===== src/rtl/keccak_pkg.sv =====
// Shared definitions for the Keccak-f[1600] controller: mode encodings,
// per-mode rate and digest tables, controller states and the default round count.
package keccak_pkg;

    localparam int KECCAK_ROUNDS = 24;

    typedef enum logic [2:0] {
        MODE_SHA3_224 = 3'd0,
        MODE_SHA3_256 = 3'd1,
        MODE_SHA3_384 = 3'd2,
        MODE_SHA3_512 = 3'd3,
        MODE_SHAKE128 = 3'd4,
        MODE_SHAKE256 = 3'd5
    } mode_e;

    localparam logic [10:0] RATE_BITS [0:5] = '{
        11'd1152, 11'd1088, 11'd832, 11'd576, 11'd1344, 11'd1088
    };

    localparam logic [9:0] DIGEST_BITS [0:3] = '{
        10'd224, 10'd256, 10'd384, 10'd512
    };

    typedef enum logic [2:0] {
        ST_IDLE,
        ST_PERM,
        ST_FINAL,
        ST_OUT,
        ST_SQZ,
        ST_OWAIT
    } state_e;

    function automatic logic mode_valid(input logic [2:0] m);
        return m <= MODE_SHAKE256;
    endfunction

    function automatic logic is_shake(input logic [2:0] m);
        return (m == MODE_SHAKE128) || (m == MODE_SHAKE256);
    endfunction

    function automatic logic [10:0] rate_of(input logic [2:0] m);
        if (mode_valid(m)) begin
            return RATE_BITS[m];
        end
        return RATE_BITS[0];
    endfunction

    // Only meaningful for the fixed-length modes 0..3.
    function automatic logic [9:0] digest_of(input logic [2:0] m);
        return DIGEST_BITS[m[1:0]];
    endfunction

endpackage


===== src/rtl/keccak_round_ctr.sv =====
// Round counter for the permutation: synchronous load-to-zero and enable,
// with a terminal-count flag on the last round index.
module keccak_round_ctr
#(
    parameter int ROUNDS  = 24,
    parameter int RDCTR_W = 5
) (
    input  logic               clk,
    input  logic               rst,
    input  logic               load,
    input  logic               en,
    output logic [RDCTR_W-1:0] count,
    output logic               tc
);

    always_ff @(posedge clk) begin
        if (rst || load) begin
            count <= '0;
        end else if (en) begin
            count <= count + 1'b1;
        end
    end

    assign tc = (count == RDCTR_W'(ROUNDS - 1));

endmodule


===== src/rtl/keccak_ctrl_fsm.sv =====
// Keccak-f[1600] control unit: absorb, permutation rounds and multi-block
// squeeze for SHA3-224/256/384/512 and SHAKE128/256, with registered outputs.
module keccak_ctrl_fsm
    import keccak_pkg::*;
#(
    parameter int ROUNDS    = KECCAK_ROUNDS,
    parameter int RDCTR_W   = 5,
    parameter int LEN_W     = 32,
    parameter int CLR_ROUND = 4
) (
    input  logic               clk,
    input  logic               rst,
    input  logic               block_ready,
    input  logic               msg_end,
    input  logic [2:0]         mode,
    input  logic [LEN_W-1:0]   out_len,
    input  logic               output_busy,
    output logic               block_ready_clr,
    output logic               msg_end_clr,
    output logic               absorb,
    output logic               zero_state,
    output logic               round_en,
    output logic [RDCTR_W-1:0] round_idx,
    output logic               output_write,
    output logic [10:0]        output_size,
    output logic [10:0]        rate_bits,
    output logic [2:0]         mode_ctrl,
    output logic               busy,
    output logic               err_mode
);

    state_e             state;
    logic [LEN_W-1:0]   remaining;
    logic               finish;
    logic [RDCTR_W-1:0] cnt;
    logic               cnt_tc;
    logic               cnt_load;
    logic               cnt_en;
    logic               blk_avail;
    logic               first_blk;
    logic               start_blk;
    logic               reject_blk;
    logic               out_zero;
    logic               out_last;
    logic [LEN_W-1:0]   rate_ext;
    logic [LEN_W-1:0]   out_amt;

    // The state register leads the outputs by one cycle: the state seen at an
    // edge names what the following cycle does. A block is not re-sampled
    // while its clear pulse is still in flight to the input buffer.
    always_comb begin
        blk_avail  = block_ready && !block_ready_clr;
        first_blk  = !busy || finish;
        start_blk  = (state == ST_IDLE) && blk_avail && (!first_blk || mode_valid(mode));
        reject_blk = (state == ST_IDLE) && blk_avail && first_blk && !mode_valid(mode);
        rate_ext   = LEN_W'(rate_bits);
        out_last   = (remaining <= rate_ext);
        out_amt    = out_last ? remaining : rate_ext;
        out_zero   = (remaining == '0);
        cnt_en     = state inside {ST_PERM, ST_FINAL, ST_SQZ};
        cnt_load   = start_blk ||
                     ((state == ST_OUT) && !out_zero && !output_busy && !out_last);
    end

    keccak_round_ctr #(
        .ROUNDS  (ROUNDS),
        .RDCTR_W (RDCTR_W)
    ) u_round_ctr (
        .clk   (clk),
        .rst   (rst),
        .load  (cnt_load),
        .en    (cnt_en),
        .count (cnt),
        .tc    (cnt_tc)
    );

    // finish marks the cycle the message's last output step is visible;
    // busy falls one cycle later unless a new message starts on that edge.
    always_ff @(posedge clk) begin
        if (rst) begin
            state           <= ST_IDLE;
            remaining       <= '0;
            finish          <= 1'b0;
            busy            <= 1'b0;
            mode_ctrl       <= 3'd0;
            rate_bits       <= RATE_BITS[0];
            absorb          <= 1'b0;
            zero_state      <= 1'b0;
            round_en        <= 1'b0;
            round_idx       <= '0;
            block_ready_clr <= 1'b0;
            msg_end_clr     <= 1'b0;
            output_write    <= 1'b0;
            output_size     <= '0;
            err_mode        <= 1'b0;
        end else begin
            absorb          <= 1'b0;
            zero_state      <= 1'b0;
            round_en        <= 1'b0;
            block_ready_clr <= 1'b0;
            msg_end_clr     <= 1'b0;
            output_write    <= 1'b0;
            err_mode        <= 1'b0;
            finish          <= 1'b0;
            if (finish) begin
                busy <= 1'b0;
            end

            case (state)
                ST_IDLE: begin
                    if (start_blk) begin
                        absorb     <= 1'b1;
                        zero_state <= first_blk;
                        if (first_blk) begin
                            busy      <= 1'b1;
                            mode_ctrl <= mode;
                            rate_bits <= rate_of(mode);
                            remaining <= is_shake(mode) ? out_len
                                                        : LEN_W'(digest_of(mode));
                        end
                        state <= msg_end ? ST_FINAL : ST_PERM;
                    end else if (reject_blk) begin
                        err_mode        <= 1'b1;
                        block_ready_clr <= 1'b1;
                        msg_end_clr     <= 1'b1;
                    end
                end

                ST_PERM, ST_FINAL, ST_SQZ: begin
                    round_en  <= 1'b1;
                    round_idx <= cnt;
                    if ((cnt == RDCTR_W'(CLR_ROUND)) && (state != ST_SQZ)) begin
                        block_ready_clr <= 1'b1;
                        msg_end_clr     <= (state == ST_FINAL);
                    end
                    if (cnt_tc) begin
                        state <= (state == ST_PERM) ? ST_IDLE : ST_OUT;
                    end
                end

                ST_OUT: begin
                    if (out_zero) begin
                        finish <= 1'b1;
                        state  <= ST_IDLE;
                    end else if (output_busy) begin
                        state <= ST_OWAIT;
                    end else begin
                        output_write <= 1'b1;
                        output_size  <= out_amt[10:0];
                        remaining    <= remaining - out_amt;
                        if (out_last) begin
                            finish <= 1'b1;
                            state  <= ST_IDLE;
                        end else begin
                            state <= ST_SQZ;
                        end
                    end
                end

                ST_OWAIT: begin
                    if (!output_busy) begin
                        state <= ST_OUT;
                    end
                end

                default: state <= ST_IDLE;
            endcase
        end
    end

endmodule


===== config.mk =====
export PLATFORM = sky130hd
export DESIGN_NAME = keccak_ctrl_fsm
export DESIGN_NICKNAME = d
export VERILOG_FILES = /design/src/rtl/keccak_pkg.sv /design/src/rtl/keccak_round_ctr.sv /design/src/rtl/keccak_ctrl_fsm.sv
export SDC_FILE = /design/constraint.sdc
export NUM_CORES = 1
export LEC_CHECK = 0
export ABC_CLOCK_PERIOD_IN_PS = 6100
export CAP_MARGIN = 20
export CORE_MARGIN = 2
export CORE_UTILIZATION = 57
export CTS_CLUSTER_DIAMETER = 30
export CTS_CLUSTER_SIZE = 24
export DETAILED_ROUTE_END_ITERATION = 7
export PLACE_DENSITY = 0.82
export SKIP_LAST_GASP = 1
export SYNTH_ARGS = -nofsm -noshare
export SYNTH_HDL_FRONTEND = slang
export SYNTH_SLANG_ARGS = --single-unit

===== constraint.sdc =====
create_clock -name clk -period 6.1 [get_ports clk]
set_clock_uncertainty 0.05 [all_clocks]
set_input_delay 1.22 -clock clk [delete_from_list [all_inputs] [get_ports clk]]
set_output_delay 1.22 -clock clk [all_outputs]
set_load 0.03 [all_outputs]

==> qor.yml <==
grt:
  grt_max_degree: 38
  grt-ovfl-total: 0
  met3_usage_pct: 5.26
  grt_pass1_wl_microns: 19500
  top_usage_layer: "met2"
  met1_usage_pct: 37.7
  grt_usage_pct: 28.9
  first_global_vias: 4016
  gr-usage-met2_pct: 47.4
  grt_antenna_before_repair: 0
setup_path:
  crit_fanout: 15
  arrival_ns: 4.67
  r2r_end: "remaining[23]"
  path_cells: "or4_4 -> nor4b_4 -> and4_1 -> o21a_1 -> nor2_1 -> a21oi_2 -> ha_1 -> nand2_1 -> nand2_1 -> or4_1 -> nor2_2 -> nand4_1 -> a221oi_1 -> nor3_1"
  crit_slowest_cell: "or4_4"
  crit_family: "simple AND/OR/NAND/NOR gates"
  path_buf_inv: 0
  cpPeakStageDelay_ns: 0.58
  r2r-start: "remaining[2]"
  reg2regPathDepth: 14
  endpoint_kind: "flip-flop"
  cp-start-kind: "flip-flop"
  cp.required_ns: 6.30
  r2r_slack_ns: 1.62
  crit_top_cell: "nand2_1"
  critical_path_class: "flip-flop to flip-flop"
synthesis:
  synth_most_common_cell: "dfxtp_1"
  yosysTopAreaCellShare_pct: 34.0
  synth_top_family_by_area: "compound AO/OA/AOI/OAI gates"
  synth_compound_area_share_pct: 27.1
  ys_seq_elements: 73
  netlist_area_sq_um: 4300
  ys_warn_count: 0
  ys_seq_area_share_pct: 34.0
  syn_inst: 519
  ys_types: 75
  synth_area_per_cell_sq_um: 8.29
  synth_flop_cell: "dfxtp_1"
  synth_edf_count: 0
  synthXorXnorAreaFrac_pct: 1.22
  synth_area_leaders: "dfxtp_1 34%, nor2_1 5.6%, ha_1 5.2%"
  synthTopCellsByCount: "73 x dfxtp_1, 64 x nor2_1, 47 x nand2_1"
  yosys.area_share.adder_pct: 5.23
  yosys-mux-area-fraction_pct: 1.63
  async_reset_ff_share_pct: 0
  yosysTopAreaCell: "dfxtp_1"
  synthSimpleGateAreaFrac_pct: 24.1
finish:
  nFillCells: 608
  drive_gt1_share_pct: 9.19
  n_antenna_cell: 0
  regArea_sq_um: 1460
  final_util_pct: 70.4
  multiInputGateArea_sq_um: 2580
  nets: 630
  area.growth.synth_to_final_pct: 19.2
floorplanning:
  initial_utilization_pct: 59.0
  core-area_sq_um: 7290
  io_pins: 78
  dieArea_sq_um: 8260
  dieHeight_microns: 90.9
  fp-row-count: 31
  die_x_microns: 90.9
min_path:
  holdPathStages: 2
  hp-class: "flip-flop to flip-flop"
  hold_start: "round_idx[2]"
  min_to: "round_idx[2]"
timing:
  finalCriticalPeriod_ns: 4.48
  rsz0062_at_grt: "no"
  hold_violations: 0
  slew_headroom_pct: 40.8
  fin_crit_sh_pct: 73.4
  setup_violations: 0
  slew_viol_final: 0
  fin_tns_setup_ns: 0
  worstMarginPinSlew_ns: 0.888
  fmax_ghz: 0.223
clock_network:
  ctsHtreeMaxLevel: 3
  ctsResizeCount: 0
  cts-root-buf: "clkbuf_8"
  cts_hold_buf: 0
  clk_path_buf_depth: 2
  numCtsBuffers: 9
  tritoncts: "built"
  clk_pin_slew_ns: 0.08
  cts_sinks: 73
  cts_setup_buffers: 0
  worstSkewPairLatency_ns: 0.37
power:
  p_leak_nw: 1.92
  clockPowerShare_pct: 15.0
  p_switching_mw: 1.14
  swShare_pct: 49.3
  sequentialPowerShare_pct: 27.6
  p_int_mw: 1.17
  pwr-share-comb_pct: 57.4
  power_density_nw_per_um2: 451
  ir_drop_mv: 0.208
placed_design:
  portBuffers: 71
  dpl.hpwl_microns: 8200
  place.gp.congestion: 0.903
drt:
  drt-vias-per-instance: 6.39
  postRouteAntennaNets: 0
  dr.pass1.iters: 5
  drtIter0Drc: 333
  wl_microns: 11900
  drt-wirelength-per-cell_microns: 17.6
  vias: 4319
  drc: 0
run_status:
  status: "completed"
flow_run:
  maxCapViolCount: 0
==> layout make-up <==
class,instances,share of cell area (%)
clock buffers,10,2.49
clock inverters,6,0.829
inverters,16,1.17
multi-input cells,397,50.3
flip-flops and latches,73,28.5
well taps,99,2.41
repair buffers,75,14.3
==> registers in the layout, summed over array words and instances (netlist names) <==
register           count
remaining             32
output_size           11
rate_bits              5
round_idx              5
u_round_ctr.count      5
mode_ctrl              3
state                  3
absorb                 1
block_ready_clr        1
busy                   1
err_mode               1
finish                 1
msg_end_clr            1
output_write           1
round_en               1
zero_state             1
==> cells in the final DEF (no fill, tap or decap), drive strengths merged, types with 4 or more instances in the layout <==
cell           count
nand2             47
ha                18
buf                5
a221oi             5
nand3             13
inv               17
a21o               8
o211ai             7
conb               7
nor4               7
clkdlybuf4s50     70
a21oi             49
clkbuf            10
a211oi            10
and3               5
nand4             10
or3                4
xor2               5
nand2b             6
o21ai             24
dfxtp             73
a22oi             11
mux2i              7
nor2              66
a32oi              5
or4                4
nor3              16
a31oi              9
==> worst max path at each step <==
stage	startpoint	to	slack, ns	cells past startpoint
finish	remaining[2]	remaining[23]	1.62	14
CTS	remaining[2]	remaining[25]	1.70	14
global placement	mode[1]	remaining[26]	1.92	10
floorplan	rate_bits[9]	remaining[25]	2.30	18
detailed placement	remaining[2]	remaining[25]	1.74	14
global route	remaining[2]	remaining[23]	1.33	14
==> layer usage <==
metal / share of wire, % / up-vias
met4: 2.3 / 0
met3: 7.0 / 26
li1: - / 2010
met1: 42 / 2075
met2: 48 / 208
met5: 0 / -
==> cells by family after synthesis <==
| family | count (synthesis) |
|---|---|
| and+or+nand+nor | 199 |
| AOI/OAI and AO/OA | 160 |
| DFF | 73 |
| buffers and inverters | 54 |
| adders and majority gates | 18 |
| muxes | 7 |
| xor gates and xnor gates | 6 |
| other | 2 |
==> power groups by stage <==
| stage | combinational, mW | sequential, mW | clock (mW) |
|---|---|---|---|
| 3_3_place_gp | 1.26 | 0.640 | 0 |
| 4_1_cts | 1.30 | 0.634 | 0.347 |
| 6_report | 1.33 | 0.637 | 0.347 |
| 5_1_grt | 1.44 | 0.648 | 0.370 |
| 2_1_floorplan | 1.01 | 0.653 | 0 |
| 3_5_place_dp | 1.29 | 0.645 | 0 |
==> metrics by stage <==
stage	instance area [sq um]	hold WS (ns)	std cells	worst slack [ns]	total power, mW
3_5_place_dp	4960	0.405	660	1.74	1.93
5_1_grt	5130	0.433	676	1.33	2.46
4_1_cts	5130	0.416	676	1.70	2.28
6_report	5130	0.413	676	1.62	2.31
2_1_floorplan	4320	0.407	524	2.30	1.66
3_3_place_gp	4960	0.398	660	1.92	1.90
==> worst min-delay path, stage by stage, from the launching register on <==
cell     delay [ns]
dfxtp_1        0.32
nand2_1        0.05
a21oi_1        0.05
No activity file was read; power rests on OpenSTA's default activity.
